### src/rtl/encode_pack.sv
// rtl/encode_pack.sv - packs variable-length codes into DW-bit words with backpressure and flush
// Accumulator keeps its unused bits zero so a flushed word is already zero-padded.

module encode_pack #(
    parameter int DW        = 64,
    parameter int CW        = 13,
    parameter int LW        = 4,
    parameter int MSB_FIRST = 1,
    parameter int BW        = 7
) (
    input  logic          clk,
    input  logic          rst,
    input  logic          ce,
    input  logic          cnt_output_enable,
    input  logic [CW-1:0] cnt_output,
    input  logic [LW-1:0] cnt_len,
    input  logic          cnt_finish,
    output logic          cnt_ready,
    input  logic          fo_full,
    output logic [DW-1:0] m_dst,
    output logic          m_dst_putn,
    output logic          m_dst_last,
    output logic [BW-1:0] m_dst_vbits,
    output logic          m_endn
);

    localparam int SW = BW + 1;

    localparam logic [1:0] ST_RUN   = 2'd0;
    localparam logic [1:0] ST_FLUSH = 2'd1;
    localparam logic [1:0] ST_END   = 2'd2;

    logic [1:0]    state_q, state_d;
    logic [DW-1:0] acc_q, acc_d;
    logic [BW-1:0] fill_q, fill_d;
    logic          pend_q, pend_d;
    logic [DW-1:0] pend_word_q, pend_word_d;
    logic          pend_last_q, pend_last_d;
    logic [BW-1:0] pend_vbits_q, pend_vbits_d;
    logic [DW-1:0] dst_q, dst_d;
    logic          putn_q, putn_d;
    logic          last_q, last_d;
    logic [BW-1:0] vbits_q, vbits_d;
    logic          endn_q, endn_d;

    logic [LW-1:0]   len_eff;
    logic [CW-1:0]   code_mask;
    logic [BW-1:0]   sum;
    logic [SW-1:0]   shamt;
    logic [2*DW-1:0] code_ext;
    logic [2*DW-1:0] merged;
    logic [DW-1:0]   full_word;
    logic [DW-1:0]   resid;
    logic            complete;
    logic            accept_code;
    logic            accept_fin;
    logic            emit;

    assign cnt_ready = (state_q == ST_RUN) & ~pend_q;

    assign len_eff   = (cnt_len > LW'(CW)) ? LW'(CW) : cnt_len;
    assign code_mask = cnt_output & ~({CW{1'b1}} << len_eff);
    assign sum       = fill_q + BW'(len_eff);
    assign complete  = {1'b0, sum} >= SW'(DW);

    // MSB-first fills from the top of a 2*DW window; LSB-first fills from the bottom.
    always_comb begin
        shamt    = '0;
        code_ext = '0;
        merged   = '0;
        if (MSB_FIRST != 0) begin
            shamt     = SW'(2 * DW) - {1'b0, sum};
            code_ext  = {{(2*DW-CW){1'b0}}, code_mask} << shamt;
            merged    = {acc_q, {DW{1'b0}}} | code_ext;
            full_word = merged[2*DW-1:DW];
            resid     = merged[DW-1:0];
        end else begin
            shamt     = {1'b0, fill_q};
            code_ext  = {{(2*DW-CW){1'b0}}, code_mask} << shamt;
            merged    = {{DW{1'b0}}, acc_q} | code_ext;
            full_word = merged[DW-1:0];
            resid     = merged[2*DW-1:DW];
        end
    end

    assign accept_code = ce & cnt_ready & cnt_output_enable & (len_eff != '0);
    assign accept_fin  = ce & cnt_ready & cnt_finish;
    assign emit        = ce & pend_q & ~fo_full;

    always_comb begin
        state_d      = state_q;
        acc_d        = acc_q;
        fill_d       = fill_q;
        pend_d       = pend_q;
        pend_word_d  = pend_word_q;
        pend_last_d  = pend_last_q;
        pend_vbits_d = pend_vbits_q;
        dst_d        = dst_q;
        putn_d       = 1'b1;
        last_d       = last_q;
        vbits_d      = vbits_q;
        endn_d       = 1'b1;

        if (emit) begin
            dst_d   = pend_word_q;
            putn_d  = 1'b0;
            last_d  = pend_last_q;
            vbits_d = pend_vbits_q;
            pend_d  = 1'b0;
        end

        if (accept_code) begin
            if (complete) begin
                pend_word_d  = full_word;
                pend_last_d  = 1'b0;
                pend_vbits_d = BW'(DW);
                pend_d       = 1'b1;
                acc_d        = resid;
                fill_d       = sum - BW'(DW);
            end else begin
                acc_d  = full_word;
                fill_d = sum;
            end
        end

        case (state_q)
            ST_RUN: begin
                if (accept_fin) state_d = ST_FLUSH;
            end
            ST_FLUSH: begin
                // A word completed by the finishing code must drain before the remainder.
                if (ce & ~pend_q) begin
                    pend_word_d  = acc_q;
                    pend_last_d  = 1'b1;
                    pend_vbits_d = fill_q;
                    pend_d       = 1'b1;
                    state_d      = ST_END;
                end
            end
            ST_END: begin
                if (ce & ~pend_q) begin
                    endn_d  = 1'b0;
                    acc_d   = '0;
                    fill_d  = '0;
                    state_d = ST_RUN;
                end
            end
            default: state_d = ST_RUN;
        endcase
    end

    always_ff @(posedge clk or posedge rst) begin
        if (rst) begin
            state_q      <= ST_RUN;
            acc_q        <= '0;
            fill_q       <= '0;
            pend_q       <= 1'b0;
            pend_word_q  <= '0;
            pend_last_q  <= 1'b0;
            pend_vbits_q <= '0;
            dst_q        <= '0;
            putn_q       <= 1'b1;
            last_q       <= 1'b0;
            vbits_q      <= '0;
            endn_q       <= 1'b1;
        end else begin
            state_q      <= state_d;
            acc_q        <= acc_d;
            fill_q       <= fill_d;
            pend_q       <= pend_d;
            pend_word_q  <= pend_word_d;
            pend_last_q  <= pend_last_d;
            pend_vbits_q <= pend_vbits_d;
            dst_q        <= dst_d;
            putn_q       <= putn_d;
            last_q       <= last_d;
            vbits_q      <= vbits_d;
            endn_q       <= endn_d;
        end
    end

    assign m_dst       = dst_q;
    assign m_dst_putn  = putn_q;
    assign m_dst_last  = last_q;
    assign m_dst_vbits = vbits_q;
    assign m_endn      = endn_q;

endmodule
### config.mk
export PLATFORM = sky130hd
export DESIGN_NAME = encode_pack
export DESIGN_NICKNAME = d
export VERILOG_FILES = /design/src/rtl/encode_pack.sv
export SDC_FILE = /design/constraint.sdc
export NUM_CORES = 1
export LEC_CHECK = 0
export BUFFER_PORTS_ARGS = -buffer_cell sky130_fd_sc_hd__buf_2
export CAP_MARGIN = 40
export CORE_MARGIN = 10
export CORE_UTILIZATION = 60
export CTS_CLUSTER_SIZE = 10
export DETAILED_ROUTE_END_ITERATION = 8
export PLACE_DENSITY_LB_ADDON = 0.1
export REMOVE_ABC_BUFFERS = 1
export SLEW_MARGIN = 0
export SYNTH_ARGS = -nofsm -noshare
export SYNTH_HDL_FRONTEND = slang
export SYNTH_SLANG_ARGS = --single-unit
### constraint.sdc
create_clock -name clk -period 11.31 [get_ports clk]
set_input_delay 0.5655 -clock clk [delete_from_list [all_inputs] [get_ports clk]]
set_output_delay 0.5655 -clock clk [all_outputs]
set_load 0.05 [all_outputs]
# Word-level counts from Yosys, hierarchy flattened
# Index checks and enable logic that the tools add are counted.
# word_totals
regBits,220
inputBits,23
output_inout_bits,75
elab_cells,73
# classes
n_addsub,3
n_lt_le_gt_ge,2
n_eq_ne,5
n_shift,2
muxes,33
bitwise_logic,13
n_reduce_logical,3
# op_table
op,count
$mux 64,8
$or 128x128->128,1
$shl 13x8->128,1
$mux 7,8
$and 13x13->13,1
$not 13->13,1
$shl 13x4->13 const A,1
$mux 1,12
$and 1x1->1,8
$sub 8x7->8 const A,1
$add 7x4->7,1
$ge 7x7->1 const B,1
$sub 7x7->7 const B,1
$mux 2,3
$ne 2x2->1 const B,3
$pmux 2 s3,1
$gt 4x4->1 const B,1
$mux 4,1
$reduce_bool 4->1,1
$reduce_and 3->1,1
$eq 2x1->1 const B,1
$eq 2x2->1 const B,1
$logic_not 2->1,1
$not 1->1,2

# Logic depth before layout (Yosys ltp)
# Gate-level depths: netlist of run 1.
# logic_depth
depth_word,11
mapped_depth,17
ltp_nobuf,13

# Worst setup path after synthesis of run 1
# Ideal clock, no wire load.
# synth_path
path_type,input to register
start,in cnt_len[3]
end,reg acc_q[60]
setup_time_ps,140
arrival_time_ps,4148
required_ps,11170
setup_slack_ps,7022
stages,17
n_path_buf,4
cell_sequence,buf_2 > buf_1 > a31o_2 > ha_1 > inv_1 > fa_1 > ha_1 > clkbuf_1 > buf_2 > inv_1 > o211a_1 > o311ai_0 > o21ai_0 > mux2_2 > and2_1 > o21ai_0 > a21oi_1
# synth_via
elab_chain_cells,11
word_cells_on_any_way,16
classes_between,add/sub: 2; order compare: 2; shift: 2; mux: 5; bitwise: 4; reduce/logical: 1
# synth_lines
element,line,rtl
start: declaration,16,"input logic [LW-1:0] cnt_len,"
$gt 4x4->1,61,assign len_eff = (cnt_len > LW'(CW)) ? LW'(CW) : cnt_len;
$mux 4 *,61,
"parallel branches: the longest is 6 deep, another holds $sub 8x7->8",-,
$mux 64 *,112,if (accept_code) begin
$mux 64,141,if (ce & ~pend_q) begin
$mux 64 *,126,case (state_q)
net acc_d[60],34,"logic [DW-1:0] acc_q, acc_d;"
end signal: assignment,155,acc_q <= '0;
end signal: assignment,168,acc_q <= acc_d;
end: declaration,34,
# Mark *: on every way through the listed nets, which the timed path passes.
# A chain may end at the register's enable or synchronous reset.

# Worst setup path in the final report of run 1
# layout_path
start,in cnt_len[3]
end,reg pend_word_q[46]
# layout_via
elab_chain_cells,11
word_cells_on_any_way,16
classes_between,add/sub: 2; order compare: 2; shift: 2; mux: 5; bitwise: 4; reduce/logical: 1
# layout_lines
element,line,rtl
$gt 4x4->1,61,
$mux 4 *,61,
"parallel branches: the longest is 6 deep, another holds $sub 8x7->8",-,
$mux 64 *,112,
$mux 64,132,if (ce & ~pend_q) begin
$mux 64 *,126,
net pend_word_d[46],37,"logic [DW-1:0] pend_word_q, pend_word_d;"
end signal: assignment,171,pend_word_q <= pend_word_d;
end: declaration,37,
# Marked as above.

==> impl_metrics.yaml, run 1 <==
cts:
  post-cts-setup-buffers: 0
  tritoncts: "built"
  clkSlewWorstSetupHoldPaths_ns: 0.05
  max-clock-path-buffers: 3
  cts.repair.resized: 0
  cts-hold-fix-buffers: 0
  cts_inserted_buffers: 26
  cts.htree.levels: 1
  clock_tree_root: "clkbuf_16"
  clk-insertion-delay-late_ns: 0.53
  cts_num_sinks: 220
critical_path:
  worst-endpoint-required_ns: 11.72
  worstSetupPathType: "in2reg"
  worstPathCellList: "buf_2, a31o_2, ha_1, inv_1, ha_1, mux2i_1, a21oi_1, a222oi_1, mux2i_1, mux2_2, and3_1, o31a_1"
  critical_path.max_stage_delay_ns: 0.94
  critical_path.startpoint_type: "input pin"
  standard_cell_with_the_maximum_stage_delay_on_the_critical_path: "ha_1"
  critical_path.max_fanout: 26
  end_kind: "register"
  cp.arrival_ns: 5.32
status:
  outcome: "finished clean"
timing:
  achievable-frequency_mhz: 204
  clock-skew-final_ns: 0.0107
  relSlewSlack_pct: 39.6
  layout_min_cycle_time_ns: 4.91
  worst-slew-pin-transition_ns: 0.900
  rsz_0062_raised_after_global_routing: "no"
  final-setup-viol-count: 0
  timing_max_transition_violations_final: 0
  timing_hold_violations_final: 0
  fin_tns_setup_ns: 0
  timing.final.crit_share_pct: 43.4
  timing.hold.ws_ns: 0.145
run:
  cap_violations: 0
finish:
  layout.cells.most_common_list: "dfrtp_1, nand2_1, a21oi_1, buf_2, mux2_2"
  layout-area-overhead-vs-synth_pct: 13.5
  layoutNonFillerInstCount: 1445
  fillerInstances: 1405
  num_antenna_cells: 0
  final_common_cell: "dfrtp_1"
  final_nets: 1238
  layout-drive-gt1-share_pct: 22.3
  design_area_um2: 12500
place:
  gp_routability_congestion: 1.01
  dpl-instance-area_um2: 11800
  dpl.cell_count: 1410
  port_buffers: 97
  detailed_placement_hpwl_mm: 21.7
logic_synthesis:
  synth_enable_flop_cells: 0
  synthFlopType: "dfrtp_1"
  ys.warnings.count: 0
  post_synth_inst_count: 1130
  number_of_flip_flops_and_latches_in_the_synthesized_netlist: 220
  cell_accounting_for_the_most_synthesized_area: "dfrtp_1"
  synth-seq-area-share_pct: 50.1
  netlist_top_cells_area: "dfrtp_1, mux2_2, nand2_1"
  synth_async_sr_flop_share_pct: 100
  top_area_cell_type_share_of_the_netlist_area_pct: 49.6
  postSynthAreaPerCell_um2: 9.74
  yosys.cell_types.count: 76
  post_synth_instance_area_um2: 11000
global_route:
  groute.usage.overall_pct: 25.2
  grt_max_degree: 95
  grt.met1_usage_pct: 35.9
  met3_usage_pct: 5.18
  grt_antenna_before_repair: 0
  grt_first_pass_wirelength_mm: 50.1
  globalRouteOverflowTotal: 0
  grtUsageMet2_pct: 38.3
  number_of_global_route_vias_before_repair: 9177
  gr-max-usage-layer: "met2"
drt:
  vias_per_cell: 6.40
  number_of_violations_reported_at_the_end_of_detailed_routing_iteration_0: 961
  detail_route.wl_per_cell_um: 21.2
  postRouteWirelength_mm: 30.7
  antenna_left: 0
  first_pass_iters: 7
  detailroute.via_count: 9252
  drc: 0
die:
  die_height_um: 155
  fp.dieArea_um2: 24200
  starting_density_pct: 61.0
  fp.dieW_um: 155
  rows: 49
  ioPinCount: 98
  core_region_area_um2: 18000
min_path:
  hold_path.class: "in2async"
final cells by class:
type	count	area, µm²	area share, %
clock buffer	32	683	5.47
clock inverter	3	28.8	0.231
inverter	14	60.1	0.481
multi-input combinational	825	5190	41.6
sequential	220	5510	44.1
tap	229	287	2.30
timing repair buffer	122	723	5.79
registers in the layout, indices dropped and copies added (netlist names):
name          count
pend_word_q      64
state_q           2
m_dst_vbits       7
m_dst            64
pend_last_q       1
pend_q            1
m_dst_putn        1
acc_q            64
fill_q            7
m_endn            1
m_dst_last        1
pend_vbits_q      7
worst paths after layout:
kind                       slack (ns)                       from  cells after the start                        end
min reg2reg                      0.46  pend_word_q[27]$_DFF_PP0_                      2  pend_word_q[27]$_DFF_PP0_
max in group asynchronous        9.12                        rst                      4  pend_word_q[13]$_DFF_PP0_
min in group clk                 0.29                    fo_full                      3           pend_q$_DFF_PP0_
max reg2reg                      6.50        fill_q[0]$_DFF_PP0_                     10  pend_word_q[46]$_DFF_PP0_
min                              0.14                        rst                      2      m_dst[34]$_DFFE_PP0P_
max                              6.40                 cnt_len[3]                     12  pend_word_q[46]$_DFF_PP0_
per-layer routing:
layer  vias to the layer above  wire, µm
met5                         -         0
met4                         0       626
met3                        50      2780
met2                       453     13800
met1                      4494     13400
li1                       4255         -
logic make-up (layout without fill, tap and decap cells):
logic type               after synthesis  after routing  share of synthesized area (%)
buffers and inverters                 85            171                           3.18
XOR/XNOR                              17             17                           1.82
flip-flops                           220            220                           50.1
adder cells (fa/ha/maj)                6              6                          0.751
AO/OA/AOI/OAI                        320            320                           19.4
multiplexers                          85             85                           8.69
AND/OR/NAND/NOR                      397            397                           16.1
per-stage QoR:
| stage | utilization, % | setup WS [ns] |
|---|---|---|
| finish | 69.3 | 6.40 |
| global placement | 64.6 | 6.04 |
| floorplan | - | 4.73 |
| global route | 69.3 | 6.10 |
| CTS | 69.3 | 6.53 |
| detailed placement | 65.3 | 6.00 |
worst max-delay path: cells and delay by family:
kind,cells,cell delay [ns]
compound gates,4,1.24
fa+ha+maj,2,1.69
buf+inv,2,0.60
mux,3,1.03
simple gates,1,0.18
synth_stat cells (5+ instances only):
master	number
o21ai_1	6
dfrtp_1	218
a211oi_1	14
a311oi_1	5
nand4_1	10
mux2_2	76
o211ai_1	12
mux2i_1	7
nor3_1	46
and2_1	7
o21a_1	6
clkbuf_1	50
a22oi_1	6
o22a_1	6
o22ai_1	28
a32o_1	8
o31a_1	7
o31ai_1	11
a31oi_1	15
xnor2_1	9
nand2b_1	6
o21ai_0	54
inv_1	14
o2bb2ai_1	7
nor2_1	73
nand2_1	185
ha_1	5
and3_1	11
nor3b_1	5
buf_2	16
a21oi_1	98
nand3_1	33
o32ai_1	5
Power of run 1 is left out: the tool's default activity adds up to more than one toggle a clock period on the data nets, which glitch-free logic cannot reach.
==> run 2: changes to the inputs <==
--- a/config.mk
+++ b/config.mk
@@ -8,7 +8,7 @@
 export BUFFER_PORTS_ARGS = -buffer_cell sky130_fd_sc_hd__buf_2
 export CAP_MARGIN = 40
 export CORE_MARGIN = 10
-export CORE_UTILIZATION = 60
+export CORE_UTILIZATION = 54
 export CTS_CLUSTER_SIZE = 10
 export DETAILED_ROUTE_END_ITERATION = 8
 export PLACE_DENSITY_LB_ADDON = 0.1
==> constraint.sdc (replaced) <==
create_clock -name clk -period 4 [get_ports clk]
set_input_delay 0.2 -clock clk [delete_from_list [all_inputs] [get_ports clk]]
set_output_delay 0.2 -clock clk [all_outputs]
set_load 0.05 [all_outputs]
==> impl_metrics.yaml, run 2 (synthesis gave the netlist of run 1 again) <==
place:
  port_buffers: 97
  dpl-instance-area_um2: 12300
  dpl.cell_count: 1512
  place_ws_ns: 0.0930
  gp_routability_congestion: 0.964
  detailed_placement_hpwl_mm: 22.8
timing:
  setup_slack_ns: 0.197
  rsz_0062_raised_after_global_routing: "no"
  clock-skew-final_ns: 0.0137
  layout_min_cycle_time_ns: 3.80
  final-setup-viol-count: 0
  relSlewSlack_pct: 34.3
  timing.final.crit_share_pct: 95.1
  timing_max_transition_violations_final: 0
  worst-slew-pin-transition_ns: 0.986
  timing_hold_violations_final: 0
  achievable-frequency_mhz: 263
cts:
  clkSlewWorstSetupHoldPaths_ns: 0.05
  clk-insertion-delay-late_ns: 0.53
  max-clock-path-buffers: 3
  cts_num_sinks: 220
  post-cts-setup-buffers: 0
  cts.htree.levels: 1
  clock_tree_root: "clkbuf_16"
  cts_inserted_buffers: 26
  tritoncts: "built"
finish:
  layout-drive-gt1-share_pct: 26.0
  final_common_cell: "dfrtp_1"
  layout-area-overhead-vs-synth_pct: 18.2
  layout.cells.most_common_list: "dfrtp_1, nand2_1, a21oi_1"
  final_nets: 1301
  num_antenna_cells: 0
  design_area_um2: 13000
  layoutNonFillerInstCount: 1550
min_path:
  holdPathStages: 4
  hold_path.class: "in2reg"
die:
  starting_density_pct: 54.6
  fp.dieW_um: 163
  rows: 52
  fp.dieArea_um2: 26500
  die_height_um: 163
  ioPinCount: 98
  core_region_area_um2: 20200
drt:
  postRouteWirelength_mm: 32.0
  antenna_left: 0
  detail_route.wl_per_cell_um: 20.7
  first_pass_iters: 6
  number_of_violations_reported_at_the_end_of_detailed_routing_iteration_0: 824
  detailroute.via_count: 9350
  vias_per_cell: 6.03
  drc: 0
critical_path:
  worst-endpoint-required_ns: 4.39
  worstSetupPathType: "reg2reg"
  cp.arrival_ns: 4.20
  end_kind: "register"
  critical_path.max_fanout: 7
  worst_r2r_path_depth: 12
  critical_path.startpoint_type: "register"
global_route:
  grt_max_degree: 117
  globalRouteOverflowTotal: 0
  number_of_global_route_vias_before_repair: 9295
  groute.usage.overall_pct: 23.9
  grt_antenna_before_repair: 0
  grt_first_pass_wirelength_mm: 51.6
status:
  outcome: "finished clean"
run:
  cap_violations: 0
run 2: final timing paths:
check,startpoint,to,slack (ns)
min,ce,pend_q$_DFF_PP0_,0.04
min reg2reg,pend_word_q[37]$_DFF_PP0_,pend_word_q[37]$_DFF_PP0_,0.46
min in group asynchronous,rst,m_dst[38]$_DFFE_PP0P_,0.38
max reg2reg,fill_q[0]$_DFF_PP0_,acc_q[31]$_DFF_PP0_,0.20
max,fill_q[0]$_DFF_PP0_,acc_q[31]$_DFF_PP0_,0.20
max in group asynchronous,rst,acc_q[44]$_DFF_PP0_,2.72
run 2: through the flow:
step / util [%] / setup TNS, ns / hold slack, ns
6_report: 64.5 / 0 / 0.0437
2_1_floorplan: - / -551.62 / 0.339
5_1_grt: 64.5 / 0 / 0.0872
4_1_cts: 64.4 / 0 / 0.0320
3_5_place_dp: 60.8 / 0 / 0.416
3_3_place_gp: 60.8 / 0 / 0.419
run 2: worst max-delay path, cell delays in order, from the launching register on:
cell and delay (ns):
dfrtp_1 0.40, ha_1 0.24, inv_1 0.08, fa_1 0.48
ha_1 0.46, mux2_2 0.37, a32o_1 0.22, a31oi_1 0.40
o21ai_0 0.25, mux2_4 0.35, and2_1 0.21, a21oi_1 0.14
nor3_1 0.07
run 2: cell type report:
cell class                 count  area [µm²]
sequential                   220        5510
timing repair buffer         185        1200
multi-input combinational    825        5180
clock inverter                 3        28.8
fill                        1677        7160
inverter                      14        60.1
clock buffer                  33         687
tap                          270         338
run 2: repair_timing:
action,4_1_cts,5_1_grt
hold buffers,2,0
gates resized for setup,0,2
endpoints found under the setup margin,0,4
endpoints found under the hold margin,113,0
run 2: per-layer routing:
metal / GRT usage, % / part of all wire (%) / vias to the layer above
met4: 6.31 / 2.3 / 0
met1: 34.1 / 45 / 4550
li1: - / - / 4391
met3: 3.74 / 6.9 / 56
met5: 0 / 0 / -
met2: 37.4 / 46 / 353
Power of run 2 is left out for the same reason.
==> run 3: changes to the inputs <==
--- a/config.mk
+++ b/config.mk
@@ -7,8 +7,10 @@
 export LEC_CHECK = 0
 export BUFFER_PORTS_ARGS = -buffer_cell sky130_fd_sc_hd__buf_2
 export CAP_MARGIN = 40
+export CELL_PAD_IN_SITES_DETAIL_PLACEMENT = 1
+export CELL_PAD_IN_SITES_GLOBAL_PLACEMENT = 1
 export CORE_MARGIN = 10
-export CORE_UTILIZATION = 54
+export CORE_UTILIZATION = 42
 export CTS_CLUSTER_SIZE = 10
 export DETAILED_ROUTE_END_ITERATION = 8
 export PLACE_DENSITY_LB_ADDON = 0.1
==> impl_metrics.yaml, run 3 (synthesis gave the netlist of run 1 again) <==
status:
  outcome: "finished clean"
critical_path:
  r2r_slack_ns: 0.16
  worstSetupPathType: "reg2reg"
  cp.arrival_ns: 4.31
  critical_path.max_fanout: 17
  worstPathCellList: "ha_1, inv_1, fa_1, xor2_2, and3_1, xnor3_2, nor2_1, a221oi_2, buf_4, o22ai_1, o21ai_0, nor2_1"
  critical_path.max_stage_delay_ns: 0.53
  critical_path.top_delay_family: "simple AND/OR/NAND/NOR gates"
  crit_buf_inv: 2
  worst-endpoint-required_ns: 4.47
  end_kind: "register"
  standard_cell_with_the_maximum_stage_delay_on_the_critical_path: "nor2_1"
  critical_path.startpoint_type: "register"
  cpMostUsedCell: "nor2_1"
die:
  ioPinCount: 98
  rows: 59
  die_height_um: 182
  fp.dieW_um: 182
  starting_density_pct: 42.5
  fp.dieArea_um2: 33100
  core_region_area_um2: 25900
timing:
  relSlewSlack_pct: 35.6
  rsz_0062_raised_after_global_routing: "no"
  clock-skew-final_ns: 0.0165
  final-setup-viol-count: 0
  worst-slew-pin-transition_ns: 0.954
  timing.final.crit_share_pct: 96.0
  setup_slack_ns: 0.160
  layout_min_cycle_time_ns: 3.84
  achievable-frequency_mhz: 260
  timing_hold_violations_final: 0
  timing.hold.ws_ns: 0.0361
  timing_max_transition_violations_final: 0
cts:
  clock_tree_root: "clkbuf_16"
  max-clock-path-buffers: 3
  clkSlewWorstSetupHoldPaths_ns: 0.05
  cts_inserted_buffers: 26
  cts_num_sinks: 220
  clk-insertion-delay-late_ns: 0.54
  tritoncts: "built"
  cts.htree.levels: 1
  post-cts-setup-buffers: 0
place:
  place_ws_ns: 0.0684
  dpl.cell_count: 1575
  detailed_placement_hpwl_mm: 26.0
  gp_routability_congestion: 0.953
  port_buffers: 97
global_route:
  groute.usage.overall_pct: 21.6
  grt_max_degree: 108
  grt_antenna_before_repair: 1
  number_of_global_route_vias_before_repair: 10100
  grt_first_pass_wirelength_mm: 58.3
  globalRouteOverflowTotal: 0
drt:
  detail_route.wl_per_cell_um: 22.5
  antenna_left: 0
  postRouteWirelength_mm: 36.2
  drc: 0
  detailroute.via_count: 9520
  first_pass_iters: 5
  number_of_violations_reported_at_the_end_of_detailed_routing_iteration_0: 680
  vias_per_cell: 5.92
finish:
  layout-drive-gt1-share_pct: 25.8
  layout.cells.most_common_list: "dfrtp_1, nand2_1, a21oi_1, buf_2, buf_4"
  final_nets: 1299
  num_antenna_cells: 0
  layoutNonFillerInstCount: 1608
  final_common_cell: "dfrtp_1"
  post_layout_utilization_of_the_core_pct: 50.3
  layout-area-overhead-vs-synth_pct: 18.5
min_path:
  hold_path.class: "in2reg"
run:
  cap_violations: 0
## run 3: final timing paths
path	startpoint	end	cells after the start
max in group asynchronous	rst	acc_q[46]$_DFF_PP0_	4
max	fill_q[0]$_DFF_PP0_	acc_q[35]$_DFF_PP0_	12
min reg2reg	pend_word_q[35]$_DFF_PP0_	pend_word_q[35]$_DFF_PP0_	2
max reg2reg	fill_q[0]$_DFF_PP0_	acc_q[35]$_DFF_PP0_	12
min in group asynchronous	rst	pend_word_q[32]$_DFF_PP0_	3
min	ce	pend_q$_DFF_PP0_	4
## run 3: layout make-up
class                      instances  area [µm²]
tap                              335         419
timing repair buffer             183        1170
multi-input combinational        825        5190
inverter                          14        60.1
clock buffer                      29         672
sequential                       220        5510
fill                            2960       12900
clock inverter                     2        25.0
## run 3: tightest hold or removal path, cell delays in order
cell and delay, ns:
buf_2 0.11, inv_1 0.07, o21ai_0 0.09, nand2_1 0.07
## run 3: through the flow
step | TNS, ns | area [µm²]
3_3_place_gp | 0 | 12300
3_5_place_dp | 0 | 12300
6_report | 0 | 13000
2_1_floorplan | -551.62 | 10700
5_1_grt | 0 | 13000
4_1_cts | 0 | 13000
## run 3: repair_timing
action	CTS	global route
hold buffers	2	0
endpoints found under the hold margin	103	0
gates resized for setup	0	2
endpoints found under the setup margin	0	2
## run 3: metal layers
metal	global-route usage [%]	vias to the layer above	part of all wire, %
met2	34.4	257	45
met3	3.62	74	5.1
met5	0	-	0
li1	-	4369	-
met4	6.25	0	2.9
met1	29.6	4820	46
Power of run 3 is left out for the same reason.
